File: src/rtl/peripheral_adder_pkg.sv
// Shared types and helpers for the multi-lane peripheral adder pipeline.
package peripheral_adder_pkg;

  localparam int unsigned OP_W = 2;

  typedef enum logic [OP_W-1:0] {
    OP_ADD = 2'd0,
    OP_SUB = 2'd1,
    OP_ACC = 2'd2,
    OP_CLR = 2'd3
  } op_t;

  // LSB position of a lane within a flat packed bus.
  function automatic int unsigned lane_lo(input int unsigned lane, input int unsigned width);
    return lane * width;
  endfunction

endpackage

File: src/rtl/peripheral_adder_lane.sv
// One adder lane: add/sub result register, running accumulator and sticky overflow.
// Saturating arithmetic is built only when PERIPHERAL_ADDER_SAT_EN is defined.
module peripheral_adder_lane
  import peripheral_adder_pkg::*;
#(
  parameter int unsigned WIDTH     = 8,
  parameter int unsigned ACC_WIDTH = 16
) (
  input  logic                 clk,
  input  logic                 rst_n,
  input  logic                 load,
  input  op_t                  op,
  input  logic [WIDTH-1:0]     a,
  input  logic [WIDTH-1:0]     b,
  output logic [WIDTH:0]       out_o,
  output logic [ACC_WIDTH-1:0] acc_o,
  output logic                 ovf_o
);

  logic [WIDTH:0]       out_q, out_d;
  logic [ACC_WIDTH-1:0] acc_q, acc_d;
  logic                 ovf_q, ovf_d;

  logic [WIDTH:0]       sum, diff, add_res, sub_res;
  logic [ACC_WIDTH:0]   acc_sum;
  logic [ACC_WIDTH-1:0] acc_res;

  always_comb begin
    sum     = {1'b0, a} + {1'b0, b};
    diff    = {1'b0, a} - {1'b0, b};
    // One spare bit holds the true sum; ACC_WIDTH >= WIDTH+1 guarantees it cannot overflow twice.
    acc_sum = {1'b0, acc_q} + (ACC_WIDTH+1)'(a) + (ACC_WIDTH+1)'(b);
`ifdef PERIPHERAL_ADDER_SAT_EN
    add_res = sum[WIDTH]  ? {1'b0, {WIDTH{1'b1}}} : sum;
    sub_res = diff[WIDTH] ? '0 : diff;
    acc_res = acc_sum[ACC_WIDTH] ? '1 : acc_sum[ACC_WIDTH-1:0];
`else
    add_res = sum;
    sub_res = diff;
    acc_res = acc_sum[ACC_WIDTH-1:0];
`endif
  end

  always_comb begin
    out_d = out_q;
    acc_d = acc_q;
    ovf_d = ovf_q;
    if (load) begin
      unique case (op)
        OP_ADD: out_d = add_res;
        OP_SUB: out_d = sub_res;
        OP_ACC: begin
          out_d = add_res;
          acc_d = acc_res;
          ovf_d = ovf_q | acc_sum[ACC_WIDTH];
        end
        OP_CLR: begin
          out_d = '0;
          acc_d = '0;
          ovf_d = 1'b0;
        end
      endcase
    end
  end

  always_ff @(posedge clk or negedge rst_n) begin
    if (!rst_n) begin
      out_q <= '0;
      acc_q <= '0;
      ovf_q <= 1'b0;
    end else begin
      out_q <= out_d;
      acc_q <= acc_d;
      ovf_q <= ovf_d;
    end
  end

  assign out_o = out_q;
  assign acc_o = acc_q;
  assign ovf_o = ovf_q;

endmodule

File: src/rtl/peripheral_adder_pipe.sv
// Multi-lane registered adder/accumulator behind a valid/ready handshake (latency 1).
// Optional saturation: define PERIPHERAL_ADDER_SAT_EN.
module peripheral_adder_pipe
  import peripheral_adder_pkg::*;
#(
  parameter int unsigned WIDTH     = 8,
  parameter int unsigned LANES     = 2,
  parameter int unsigned ACC_WIDTH = 16
) (
  input  logic                       clk,
  input  logic                       rst,
  input  logic                       in_valid,
  output logic                       in_ready,
  input  logic [OP_W-1:0]            op,
  input  logic [LANES*WIDTH-1:0]     in1,
  input  logic [LANES*WIDTH-1:0]     in2,
  output logic                       out_valid,
  input  logic                       out_ready,
  output logic [LANES*(WIDTH+1)-1:0] out,
  output logic [LANES*ACC_WIDTH-1:0] acc,
  output logic [LANES-1:0]           ovf
);

  logic out_valid_q, out_valid_d;
  logic accept;
  op_t  op_e;

  assign op_e     = op_t'(op);
  assign in_ready = !out_valid_q || out_ready;
  assign accept   = in_valid && in_ready;

  always_comb begin
    out_valid_d = out_valid_q;
    if (accept)         out_valid_d = 1'b1;
    else if (out_ready) out_valid_d = 1'b0;
  end

  always_ff @(posedge clk or negedge rst) begin
    if (!rst) out_valid_q <= 1'b0;
    else      out_valid_q <= out_valid_d;
  end

  assign out_valid = out_valid_q;

  for (genvar i = 0; i < LANES; i++) begin : g_lane
    peripheral_adder_lane #(
      .WIDTH    (WIDTH),
      .ACC_WIDTH(ACC_WIDTH)
    ) u_lane (
      .clk  (clk),
      .rst_n(rst),
      .load (accept),
      .op   (op_e),
      .a    (in1[lane_lo(i, WIDTH) +: WIDTH]),
      .b    (in2[lane_lo(i, WIDTH) +: WIDTH]),
      .out_o(out[lane_lo(i, WIDTH+1) +: WIDTH+1]),
      .acc_o(acc[lane_lo(i, ACC_WIDTH) +: ACC_WIDTH]),
      .ovf_o(ovf[i])
    );
  end

endmodule

File: config.mk
export PLATFORM = sky130hd
export DESIGN_NAME = peripheral_adder_pipe
export DESIGN_NICKNAME = d
export VERILOG_FILES = /design/src/rtl/peripheral_adder_pkg.sv /design/src/rtl/peripheral_adder_lane.sv /design/src/rtl/peripheral_adder_pipe.sv
export SDC_FILE = /design/constraint.sdc
export NUM_CORES = 1
export LEC_CHECK = 0
export ABC_AREA = 1
export BUFFER_PORTS_ARGS = -buffer_cell sky130_fd_sc_hd__buf_2
export CORE_ASPECT_RATIO = 1.4
export CORE_MARGIN = 5
export CORE_UTILIZATION = 60
export DETAILED_ROUTE_END_ITERATION = 16
export GPL_TIMING_DRIVEN = 0
export PLACE_DENSITY = 0.9
export SYNTH_ARGS = -nofsm -noshare
export SYNTH_HDL_FRONTEND = slang
export SYNTH_SLANG_ARGS = --single-unit
export TNS_END_PERCENT = 1
File: constraint.sdc
create_clock -name clk -period 3.9 [get_ports clk]
set_clock_uncertainty 0.2 [all_clocks]
set_input_delay 0.39 -clock clk [delete_from_list [all_inputs] [get_ports clk]]
set_output_delay 0.39 -clock clk [all_outputs]
set_load 0.02 [all_outputs]
; ---- Yosys cells after proc, flatten, opt, wreduce, memory -nomap -nowiden
; Cells that the tools add are included.
[op_classes]
n_addsub = 8
n_eq_ne = 3
n_mux = 8
bitwise_logic = 2
reduce_logical = 8
[op_table]
columns = cell, n
row1 = $pmux 16 s2, 2
row2 = $pmux 9 s3, 2
row3 = $add 16x8->17, 2
row4 = $add 17x8->17, 2
row5 = $add 8x8->9, 2
row6 = $sub 8x8->9, 2
row7 = $eq 2x2->1 const B, 2
row8 = $pmux 1 s2, 2
row9 = $reduce_bool 2->1, 2
row10 = $eq 2x1->1 const B, 1
row11 = $logic_not 2->1, 1
row12 = $mux 1, 2
row13 = $or 1x1->1, 2
row14 = $reduce_and 2->1, 1
row15 = $reduce_or 2->1, 1
row16 = $logic_and 1x1->1, 1
row17 = $logic_not 1->1, 1
row18 = $logic_or 1x1->1, 1
[word_totals]
register_bits = 53
in_bits = 38
wordCells = 36

; ---- Logic depth before layout (Yosys ltp)
; Gate-level depths: netlist of run 1.
[depth]
ltp_word = 4
ltp_mapped = 13
ltp_nobuf = 13

; ---- Modules after synthesis
; A second synthesis of run 1 with hierarchy kept.
[hier_totals]
cells_unflattened = 595
hier_area_um2 = 4419.2
[by_module_without_submodules]
columns = mod, n_inst, cells_each, area_per_inst_um2, seq_area_each_um2
row1 = peripheral_adder_lane at g_lane[1].u_lane, 1, 296, 2195.9, 650.6
row2 = peripheral_adder_lane at g_lane[0].u_lane, 1, 293, 2178.3, 650.6
row3 = peripheral_adder_pipe, 1, 6, 45.0, 25.0

; ---- Worst setup path after synthesis of run 1
; OpenSTA, ideal clock, no wires.
[synth_timing]
path_kind = flip-flop to flip-flop
from = register g_lane[0].u_lane.acc_q[1]
to = register g_lane[0].u_lane.acc_q[13]
arrival_ns = 2.166
required_ns = 3.583
setup_slack_ns = 1.417
path_stages_with_launch = 12
n_path_buf = 0
period_less_slack_ns = 2.483
path_cell_list = dfrtp_1 fa_1 ha_1 fa_1 nand2_1 nand3_1 nand3_1 nand3_1 nand3b_1 nand2_1 nand2_1 nor2_1
[synth_via]
elab_chain_len = 3
[synth_lines]
columns = item, line_no
row1 = start: declaration, peripheral_adder_lane.sv:21  ; logic [ACC_WIDTH-1:0] acc_q, acc_d;
row2 = start signal: assignment, peripheral_adder_lane.sv:69  ; acc_q <= '0;
row3 = start signal: assignment, peripheral_adder_lane.sv:73  ; acc_q <= acc_d;
row4 = $add 16x8->17, peripheral_adder_lane.sv:32  ; acc_sum = {1'b0, acc_q} + (ACC_WIDTH+1)'(a) + (ACC_WIDTH+1)'(b);
row5 = $add 17x8->17, peripheral_adder_lane.sv:32
row6 = $pmux 16 s2, peripheral_adder_lane.sv:49  ; unique case (op)
; Every way passes these cells.
; A chain may end at the register's enable or synchronous reset.

; ---- Worst setup path after layout of run 1
; Ends and elaborated chain as after synthesis.

==> impl_metrics.yaml, run 1 <==
run_status:
  status: "finished, final reports clean"
drt:
  first_pass_iters: 5
  drc_errors: 0
  drt-initial-drc-count: 177
  via_count: 4114
  via_per_inst: 5.43
  wl_per_cell_um: 13.8
  drt_wl_total_mm: 10.5
  ant_nets: 0
floorplanning:
  die_w_um: 81.7
  io_pins: 92
  fp-row-count: 36
  fp.dieH_um: 110
  start_util: 0.619
  fp.coreArea_sq_um: 6980
  die_area_sq_um: 9020
job:
  drv_cap: 0
placed_design:
  place_congestion: 0.944
  dp_hpwl_mm: 8.55
  placed_cells: 750
  io_buffers: 91
pwr:
  power.density_nw_per_um2: 591
  p_leak_nw: 2.66
  internal_power_mw: 1.48
  peakVddDrop_uv: 331
  switching_share: 0.497
  p_sw_mw: 1.46
  seqPwrFrac: 0.288
  pwr-share-clk: 0.108
  share_comb_of_total_power: 0.604
sta:
  period_share: 0.672
  tns_ns: 0
  hold_viol_final: 0
  hold_ws_ns: 0.0840
  rsz0062_at_grt: "false"
  setup_viol: 0
  slew_headroom: 0.210
  post-route-min-period_ns: 2.62
  max_clock_freq_ghz: 0.382
  final_max_slew_viol_count: 0
  tightestPinTransition_ns: 1.18
global_route:
  grt_max_degree: 54
  first_global_vias: 4160
  globalRouteTotalUtil: 0.248
  grt_pass1_wl_mm: 18.0
  grt_antenna_before_repair: 0
  grt_overflow: 0
critical_path:
  critPathTopFamily: "adder cells"
  critPathBufInv: 0
  cp.arrival_ns: 2.65
  criticalPathCategory: "register to register"
  worst_setup_path_end_kind: "register"
  required_ns: 3.93
  slowest_delay_ns: 0.45
  path_cells: "fa_1 -> ha_1 -> fa_1 -> nand2_1 -> nand3_1 -> nand3_1 -> nand3_1 -> nand3b_1 -> nand2_1 -> nand2_1 -> nor2_1"
  start_kind: "register"
  worstPathMaxFanout: 6
  crit_slowest_cell: "fa_1"
logic_synthesis:
  ys_seq_area_frac: 0.307
  synthDistinctLibCells: 36
  syn-num-nets: 656
  ys_warn_count: 0
  synth_area_per_cell_sq_um: 7.66
  syn_inst: 564
  synth_area_sq_um: 4320
  ys_seq_elements: 53
cts:
  path_clk_slew_ns: 0.10
  hold_buffers: 0
  cts_tree: "built"
  clock-root-buffer: "clkbuf_8"
  clockBufferDepth: 2
  h-tree-depth: 2
  numCtsBuffers: 5
  clock_latency_ns: 0.32
  post_cts_buffers: 0
  cts.sinks: 53
  cts_resized: 0
finish:
  post-route-util: 0.713
  drive_above_1_share: 0.184
  nFillCells: 527
  multi_input_area_sq_um: 2720
  layout_common_cells: "nand2_1, buf_2, nor2_1"
  finalNonFillerCells: 758
  seqCellArea_sq_um: 1330
  area_growth_pct: 15.2
  antenna_cells: 0
  final_nets: 754
  layout_commonest_cell: "nand2_1"
min_path:
  hold_class: "input port to asynchronous set/reset pin"
## state kept, by name, summed over array words and instances, names as in the netlist
register,count
out_valid,1
g_lane.u_lane.out_o,18
g_lane.u_lane.ovf_o,2
g_lane.u_lane.acc_o,32
## cell families after synthesis
group | synth area share
XOR/XNOR | 0.0324
buffers and inverters | 0.0634
AND/OR/NAND/NOR | 0.284
AO/OA/AOI/OAI | 0.122
adder cells (fa/ha/maj) | 0.191
flip-flops | 0.307
## cell usage after synthesis
cell,instances,share of area
inv_2,3,0.0026
buf_2,4,0.0046
o21a_1,2,0.0035
ha_1,34,0.098
or2_2,1,0.0014
nor2_8,2,0.0093
a21oi_1,36,0.042
o211ai_1,3,0.0052
xnor2_1,7,0.014
o21bai_1,1,0.0017
buf_4,3,0.0052
o21ai_2,4,0.0081
nand2_2,2,0.0029
a21boi_0,2,0.0035
a21o_1,1,0.0017
nand2_1,161,0.14
clkbuf_1,1,0.00087
nor2_2,1,0.0014
buf_6,1,0.0026
nor2_4,1,0.0026
nand3b_1,5,0.0087
nand3_1,46,0.053
o31ai_1,2,0.0035
fa_1,20,0.093
inv_4,1,0.0014
inv_1,53,0.046
nor2_1,56,0.049
o21ai_0,27,0.031
xor2_1,9,0.018
o21ai_1,1,0.0012
nand2_4,1,0.0026
nor3_1,6,0.0070
nand4_1,3,0.0043
a22o_1,10,0.020
dfrtp_1,53,0.31
nand3_2,1,0.0023
## metal layers
layer | GRT usage | vias to the layer above | part of all wire
met5 | 0 | - | 0
met1 | 0.286 | 1891 | 0.38
li1 | - | 2049 | -
met4 | 0.153 | 0 | 0.052
met2 | 0.419 | 129 | 0.52
met3 | 0.0350 | 45 | 0.048
## cell type report
| type | instances | share of cell area |
|---|---|---|
| inverters | 57 | 0.0435 |
| multi-input cells | 445 | 0.546 |
| clock inverters | 1 | 0.00151 |
| plain buffers | 9 | 0.0116 |
| flip-flops and latches | 53 | 0.266 |
| clock buffers | 7 | 0.0153 |
| well taps | 95 | 0.0239 |
| repair buffers | 91 | 0.0915 |
## final timing paths
kind / end / cells past startpoint / start / slack (ns)
hold reg to reg: g_lane[0].u_lane.out_o[6]$_DFFE_PN0P_ / 2 / g_lane[0].u_lane.out_o[6]$_DFFE_PN0P_ / 0.28
hold / removal: g_lane[0].u_lane.acc_o[11]$_DFFE_PN0P_ / 1 / rst / 0.08
setup / recovery: g_lane[0].u_lane.acc_o[13]$_DFFE_PN0P_ / 11 / g_lane[0].u_lane.acc_o[1]$_DFFE_PN0P_ / 1.28
max in group asynchronous: g_lane[1].u_lane.out_o[7]$_DFFE_PN0P_ / 1 / rst / 2.67
min in group clk: out_valid$_DFFE_PN0P_ / 4 / out_ready / 0.17
setup reg to reg: g_lane[0].u_lane.acc_o[13]$_DFFE_PN0P_ / 11 / g_lane[0].u_lane.acc_o[1]$_DFFE_PN0P_ / 1.28
## stage by stage
step	area, sq um	power [mW]	worst slack (ns)
floorplan	4320	2.12	1.42
global route	4980	3.22	1.13
detailed placement	4890	2.62	1.12
global placement	4890	2.55	1.16
finish	4980	2.94	1.28
CTS	4980	2.94	1.28
## power groups by stage
| stage | Sequential (mW) | Combinational [mW] | Clock, mW |
|---|---|---|---|
| after detailed placement | 0.853 | 1.77 | 0 |
| after global placement | 0.846 | 1.71 | 0 |
| after floorplan | 1.02 | 1.10 | 0 |
| after CTS | 0.843 | 1.77 | 0.323 |
| after global routing | 0.865 | 2.00 | 0.347 |
| final | 0.848 | 1.77 | 0.317 |
## worst reg2reg max path, cell delays in order (launching register included)
cell and delay [ns]:
dfrtp_1 0.42, fa_1 0.45, ha_1 0.27, fa_1 0.42, nand2_1 0.08, nand3_1 0.09
nand3_1 0.08, nand3_1 0.18, nand3b_1 0.18, nand2_1 0.06, nand2_1 0.06, nor2_1 0.05
(Power assumes the default switching activity.)
==> inputs of run 2 (changes only) <==
--- a/config.mk
+++ b/config.mk
@@ -5,14 +5,14 @@
 export SDC_FILE = /design/constraint.sdc
 export NUM_CORES = 1
 export LEC_CHECK = 0
-export ABC_AREA = 1
+export ABC_AREA = 0
 export BUFFER_PORTS_ARGS = -buffer_cell sky130_fd_sc_hd__buf_2
 export CORE_ASPECT_RATIO = 1.4
 export CORE_MARGIN = 5
-export CORE_UTILIZATION = 60
+export CORE_UTILIZATION = 50
 export DETAILED_ROUTE_END_ITERATION = 16
 export GPL_TIMING_DRIVEN = 0
-export PLACE_DENSITY = 0.9
+export PLACE_DENSITY = 0.8
 export SYNTH_ARGS = -nofsm -noshare
 export SYNTH_HDL_FRONTEND = slang
 export SYNTH_SLANG_ARGS = --single-unit
==> constraint.sdc (replaced) <==
create_clock -name clk -period 2.3 [get_ports clk]
set_clock_uncertainty 0.2 [all_clocks]
set_input_delay 0.23 -clock clk [delete_from_list [all_inputs] [get_ports clk]]
set_output_delay 0.23 -clock clk [all_outputs]
set_load 0.02 [all_outputs]
==> run 2 against run 1 <==
The flow now finishes with violations (hold timing, setup timing). Utilization decreased by 6.5 points. Non-clock buffer count is 13 higher. Routed wire length increased by 12%. Sequential share of layout area is 1.6 points lower. Synthesized area decreased by 1.9%. Sequential power grew 60%. Synthesized cell count decreased by 19%. Critical path depth decreased by 4. Register-to-register slack got worse by 1.7 ns. Flip-flop and latch count stayed put.
==> impl_metrics.yaml, run 2 <==
run_status:
  status: "finished with violations"
  violations: "hold timing, setup timing"
drt:
  drt-initial-drc-count: 182
  drt_wl_total_mm: 11.7
  via_count: 3947
  drc_errors: 0
  wl_per_cell_um: 17.7
  first_pass_iters: 5
  ant_nets: 0
  via_per_inst: 5.96
critical_path:
  r2r_slack_ns: -0.44
  reg2reg_depth: 7
  required_ns: 2.27
  worst_setup_path_end_kind: "register"
  cp.arrival_ns: 2.72
  worstPathMaxFanout: 5
  start_kind: "register"
  criticalPathCategory: "register to register"
logic_synthesis:
  syn-num-nets: 550
  synth_top_area_share: 0.313
  syn_inst: 458
  synthDistinctLibCells: 47
  synth.area.top_cells: "dfrtp_1, ha_1, fa_1"
  ys_seq_elements: 53
  ys_seq_area_frac: 0.313
  synth_area_per_cell_sq_um: 9.25
  ys.flop_type: "dfrtp_1"
  ys_warn_count: 0
  synthArstFlopShare: 1.00
  synth_area_sq_um: 4240
  synthTopCellsByCount: "nand2_1, dfrtp_1, ha_1"
  synth_top_area_cell: "dfrtp_1"
  synth.most_common_cell: "nand2_1"
  synth_edf_count: 0
placed_design:
  io_buffers: 89
  place_congestion: 0.921
  dp_hpwl_mm: 8.79
  placed_cells: 649
floorplanning:
  die_w_um: 87.8
  die_area_sq_um: 10400
  start_util: 0.517
  fp.dieH_um: 119
  fp-row-count: 39
  fp.coreArea_sq_um: 8200
  io_pins: 92
finish:
  nFillCells: 672
  layout_common_cells: "buf_2, nand2_1, dfrtp_1"
  layout_commonest_cell: "buf_2"
  antenna_cells: 0
  seqCellArea_sq_um: 1330
  final_nets: 651
  finalNonFillerCells: 662
  multi_input_area_sq_um: 3060
  drive_above_1_share: 0.288
  largest_reg_flops: 32
  area_growth_pct: 25.5
sta:
  timing.final.ws_setup_ns: -0.442
  period_share: 1.19
  max_clock_freq_ghz: 0.365
  tightestPinTransition_ns: 1.20
  final_max_slew_viol_count: 0
  setup_viol: 26
  hold_ws_ns: -0.0108
  hold_viol_final: 6
  rsz0062_at_grt: "true"
  slew_headroom: 0.197
  post-route-min-period_ns: 2.74
global_route:
  grt_antenna_before_repair: 0
  globalRouteTotalUtil: 0.228
  grt_pass1_wl_mm: 19.4
  grt_max_degree: 54
  grt_overflow: 0
  first_global_vias: 4099
pwr:
  pwr-share-clk: 0.162
  peakVddDrop_uv: 509
  p_leak_nw: 2.50
  finalPower_mw: 5.48
  power.density_nw_per_um2: 1030
  share_comb_of_total_power: 0.590
  internal_power_mw: 3.09
  seqPwrFrac: 0.248
  p_sw_mw: 2.39
  switching_share: 0.436
cts:
  clockBufferDepth: 2
  cts.sinks: 53
  path_clk_slew_ns: 0.07
  clock-root-buffer: "clkbuf_16"
  cts_tree: "built"
  clock_latency_ns: 0.29
  h-tree-depth: 2
  numCtsBuffers: 5
job:
  drv_cap: 0
min_path:
  hold_class: "input port to asynchronous set/reset pin"
run 2: cell count changes after synthesis, sizes merged, moves of 12 or more:
cell / previous run / this run
inv: 57 / 11
nor2: 60 / 33
nand2: 164 / 60
nand2b: 0 / 12
xnor2: 7 / 20
a21oi: 36 / 22
nand3: 47 / 10
run 2: kinds of logic after synthesis:
logic type | after synthesis | share of synthesized area
AND/OR/NAND/NOR | 154 | 0.172
AO/OA/AOI/OAI | 125 | 0.201
adder cells (fa/ha/maj) | 54 | 0.195
flip-flops | 53 | 0.313
XOR/XNOR | 37 | 0.0765
buffers and inverters | 30 | 0.0313
multiplexers | 5 | 0.0118
run 2: per-stage QoR:
step / cell area [sq um] / setup TNS [ns] / worst slack [ns] / util
2_1_floorplan: 4250 / -5.34 / -0.347 / -
3_3_place_gp: 4830 / -11.67 / -0.669 / 0.589
3_5_place_dp: 4830 / -13.64 / -0.739 / 0.589
4_1_cts: 5230 / -5.96 / -0.437 / 0.638
5_1_grt: 5320 / -8.53 / -0.507 / 0.648
6_report: 5320 / -6.32 / -0.442 / 0.648
run 2: metal layers:
metal | share of wire | global-route usage | vias up
met5 | 0 | 0 | -
met4 | 0.018 | 0.0653 | 0
met3 | 0.060 | 0.0366 | 19
met2 | 0.53 | 0.403 | 135
met1 | 0.39 | 0.282 | 1931
li1 | - | - | 1862
run 2: path summary, 6_finish.rpt:
kind / startpoint / endpoint
setup / recovery: g_lane[0].u_lane.acc_o[2]$_DFFE_PN0P_ / g_lane[0].u_lane.acc_o[12]$_DFFE_PN0P_
hold / removal: rst / g_lane[1].u_lane.acc_o[15]$_DFFE_PN0P_
setup reg to reg: g_lane[0].u_lane.acc_o[2]$_DFFE_PN0P_ / g_lane[0].u_lane.acc_o[12]$_DFFE_PN0P_
hold reg to reg: g_lane[1].u_lane.out_o[5]$_DFFE_PN0P_ / g_lane[1].u_lane.out_o[5]$_DFFE_PN0P_
max in group asynchronous: rst / g_lane[0].u_lane.acc_o[2]$_DFFE_PN0P_
min in group clk: out_ready / out_valid$_DFFE_PN0P_
run 2: power groups by stage:
stage | Sequential [mW] | Combinational [mW] | Clock, mW
final | 1.36 | 3.23 | 0.886
after global routing | 1.39 | 3.52 | 0.928
after CTS | 1.35 | 3.00 | 0.893
after detailed placement | 1.37 | 2.66 | 0
after global placement | 1.36 | 2.56 | 0
after floorplan | 1.62 | 1.67 | 0
run 2: final cells by class:
cell class	count	share of cell area
Clock buffer	7	0.0268
Sequential cell	53	0.250
Inverter	11	0.00777
Buffer	19	0.0191
Multi-Input combinational cell	375	0.575
Tap cell	102	0.0240
Clock inverter	1	0.00565
Timing Repair Buffer	94	0.0913
run 2: what timing repair did:
| action | CTS | global route |
|---|---|---|
| endpoints found under the setup margin | 35 | 38 |
| hold endpoints to repair | 1 | 0 |
| gates resized for setup | 42 | 18 |
| hold buffers | 1 | 0 |
| buffers inserted | 4 | 0 |
| pin swaps | 12 | 11 |
run 2: critical path, cell delays in order, from the launching register on:
cell,delay [ns]
dfrtp_2,0.42
fa_1,0.51
ha_1,0.34
a211oi_2,0.26
o21bai_1,0.14
o22a_2,0.26
and3_1,0.15
or3_1,0.35
==> inputs of run 3 (changes only) <==
--- a/config.mk
+++ b/config.mk
@@ -13,6 +13,7 @@
 export DETAILED_ROUTE_END_ITERATION = 16
 export GPL_TIMING_DRIVEN = 0
 export PLACE_DENSITY = 0.8
+export SKIP_LAST_GASP = 1
 export SYNTH_ARGS = -nofsm -noshare
 export SYNTH_HDL_FRONTEND = slang
 export SYNTH_SLANG_ARGS = --single-unit
==> run 3 against run 2 <==
The run still ends with hold timing, setup timing left. Total power fell by 5.0%. Sequential power barely moved. Die area did not move. Setup slack got worse by 0.0093 ns. Flip-flop and latch count did not move. Sequential share of layout area rose by 0.85 points. Global-route usage fell by 0.79 points. Routed wire length fell by 3.0%. Largest power group unchanged. Highest routed layer unchanged.
==> impl_metrics.yaml, run 3 (same netlist as run 2, synthesis figures left out) <==
finish:
  area_growth_pct: 21.3
  layout_common_cells: "buf_2, nand2_1, dfrtp_1"
  antenna_cells: 0
  layout_commonest_cell: "buf_2"
  nFillCells: 706
  largest_reg_flops: 32
  seqCellArea_sq_um: 1330
  drive_above_1_share: 0.250
  final_nets: 652
  multi_input_area_sq_um: 2880
  finalNonFillerCells: 663
critical_path:
  cp.arrival_ns: 2.71
  worstPathMaxFanout: 3
  worst_setup_path_end_kind: "register"
  start_kind: "register"
  criticalPathCategory: "register to register"
  required_ns: 2.26
min_path:
  hold_class: "input port to asynchronous set/reset pin"
floorplanning:
  fp.coreArea_sq_um: 8200
  start_util: 0.517
  io_pins: 92
  fp-row-count: 39
  die_area_sq_um: 10400
  fp.dieH_um: 119
  die_w_um: 87.8
sta:
  tns_ns: -8.53
  tightestPinTransition_ns: 1.21
  post-route-min-period_ns: 2.75
  timing.final.ws_setup_ns: -0.451
  rsz0062_at_grt: "true"
  hold_viol_final: 6
  max_clock_freq_ghz: 0.363
  period_share: 1.20
  slew_headroom: 0.190
  final_max_slew_viol_count: 0
  setup_viol: 32
  hold_ws_ns: -0.0102
pwr:
  finalPower_mw: 5.21
  peakVddDrop_uv: 509
  power.density_nw_per_um2: 1010
  p_leak_nw: 2.48
run_status:
  violations: "hold timing, setup timing"
  status: "finished with violations"
cts:
  h-tree-depth: 2
  clockBufferDepth: 2
  clock_latency_ns: 0.29
  cts.sinks: 53
  cts_tree: "built"
  clock-root-buffer: "clkbuf_16"
  numCtsBuffers: 5
  path_clk_slew_ns: 0.07
global_route:
  grt_max_degree: 54
  first_global_vias: 3980
  grt_antenna_before_repair: 0
  globalRouteTotalUtil: 0.220
  grt_overflow: 0
  grt_pass1_wl_mm: 18.7
placed_design:
  io_buffers: 89
  post-place-ws_ns: -0.739
  place_congestion: 0.921
  dp_hpwl_mm: 8.79
  placed_cells: 649
drt:
  ant_nets: 0
  wl_per_cell_um: 17.1
  drt_wl_total_mm: 11.4
  drc_errors: 0
  via_count: 3873
  via_per_inst: 5.84
  first_pass_iters: 5
  drt-initial-drc-count: 179
job:
  drv_cap: 0
==> run 3: changes by cell type in the layout (fill, tap and decap cells not counted), moves of 2 or more <==
cell       before  now
a2111oi_4       2    0
o21ai_2         6    0
clkbuf_4        2    0
nand3_2         0    2
a21oi_1        18   20
fa_2            5    3
ha_1           26   32
a2111oi_2       0    2
o21ai_0        21   26
a21oi_2         3    1
ha_4            7    1
fa_1           15   17
==> run 3: per-stage QoR <==
stage	hold WS (ns)	utilization	instance area, sq um
3_3_place_gp	0.260	0.589	4830
3_5_place_dp	0.265	0.589	4830
2_1_floorplan	-0.266	-	4250
6_report	-0.0102	0.627	5140
4_1_cts	0.0367	0.617	5060
5_1_grt	0.108	0.627	5140
==> run 3: repair_timing <==
item / in CTS / in global routing
resized for setup: 6 / 17
setup endpoints to repair: 35 / 39
hold buffers: 1 / 0
setup buffers: 4 / 1
hold endpoints to repair: 1 / 0
pin swaps: 6 / 6
==> run 3: critical path, stage by stage (launching register included) <==
cell,delay [ns]
dfrtp_2,0.43
fa_1,0.47
ha_2,0.23
fa_2,0.39
a211oi_4,0.33
o21bai_1,0.15
a21oi_2,0.17
xor2_1,0.17
o31ai_1,0.07
==> run 3: final cells by class <==
cell class / instances / share of cell area
flip-flops and latches: 53 / 0.259
repair buffers: 95 / 0.0959
multi-input cells: 375 / 0.561
clock inverters: 1 / 0.00584
well taps: 102 / 0.0248
clock buffers: 7 / 0.0278
inverters: 11 / 0.00803
plain buffers: 19 / 0.0183
==> run 3: path summary, 6_finish.rpt <==
check,from,to,slack (ns),cells after the start
worst max-delay path,g_lane[0].u_lane.acc_o[1]$_DFFE_PN0P_,g_lane[0].u_lane.acc_o[7]$_DFFE_PN0P_,-0.45,8
worst max register to register,g_lane[0].u_lane.acc_o[1]$_DFFE_PN0P_,g_lane[0].u_lane.acc_o[7]$_DFFE_PN0P_,-0.45,8
worst min-delay path,rst,g_lane[1].u_lane.acc_o[15]$_DFFE_PN0P_,-0.01,1
worst min register to register,g_lane[0].u_lane.out_o[4]$_DFFE_PN0P_,g_lane[0].u_lane.out_o[4]$_DFFE_PN0P_,0.27,2
min in group clk,out_ready,out_valid$_DFFE_PN0P_,0.11,4
max in group asynchronous,rst,g_lane[0].u_lane.acc_o[2]$_DFFE_PN0P_,1.09,1
==> run 3: layer usage <==
layer | global-route usage | up-vias | share of wire | wire [um]
met5 | 0 | - | 0 | 0
met4 | 0.0480 | 0 | 0.015 | 170
met3 | 0.0359 | 16 | 0.059 | 674
met2 | 0.395 | 120 | 0.53 | 6020
met1 | 0.273 | 1881 | 0.40 | 4500
li1 | - | 1856 | - | -
==> run 3: power by group <==
part	leakage (nW)	internal [mW]	switching, mW
clock network	0.0841	0.545	0.335
logic	1.72	1.23	1.74
registers	0.676	1.16	0.195
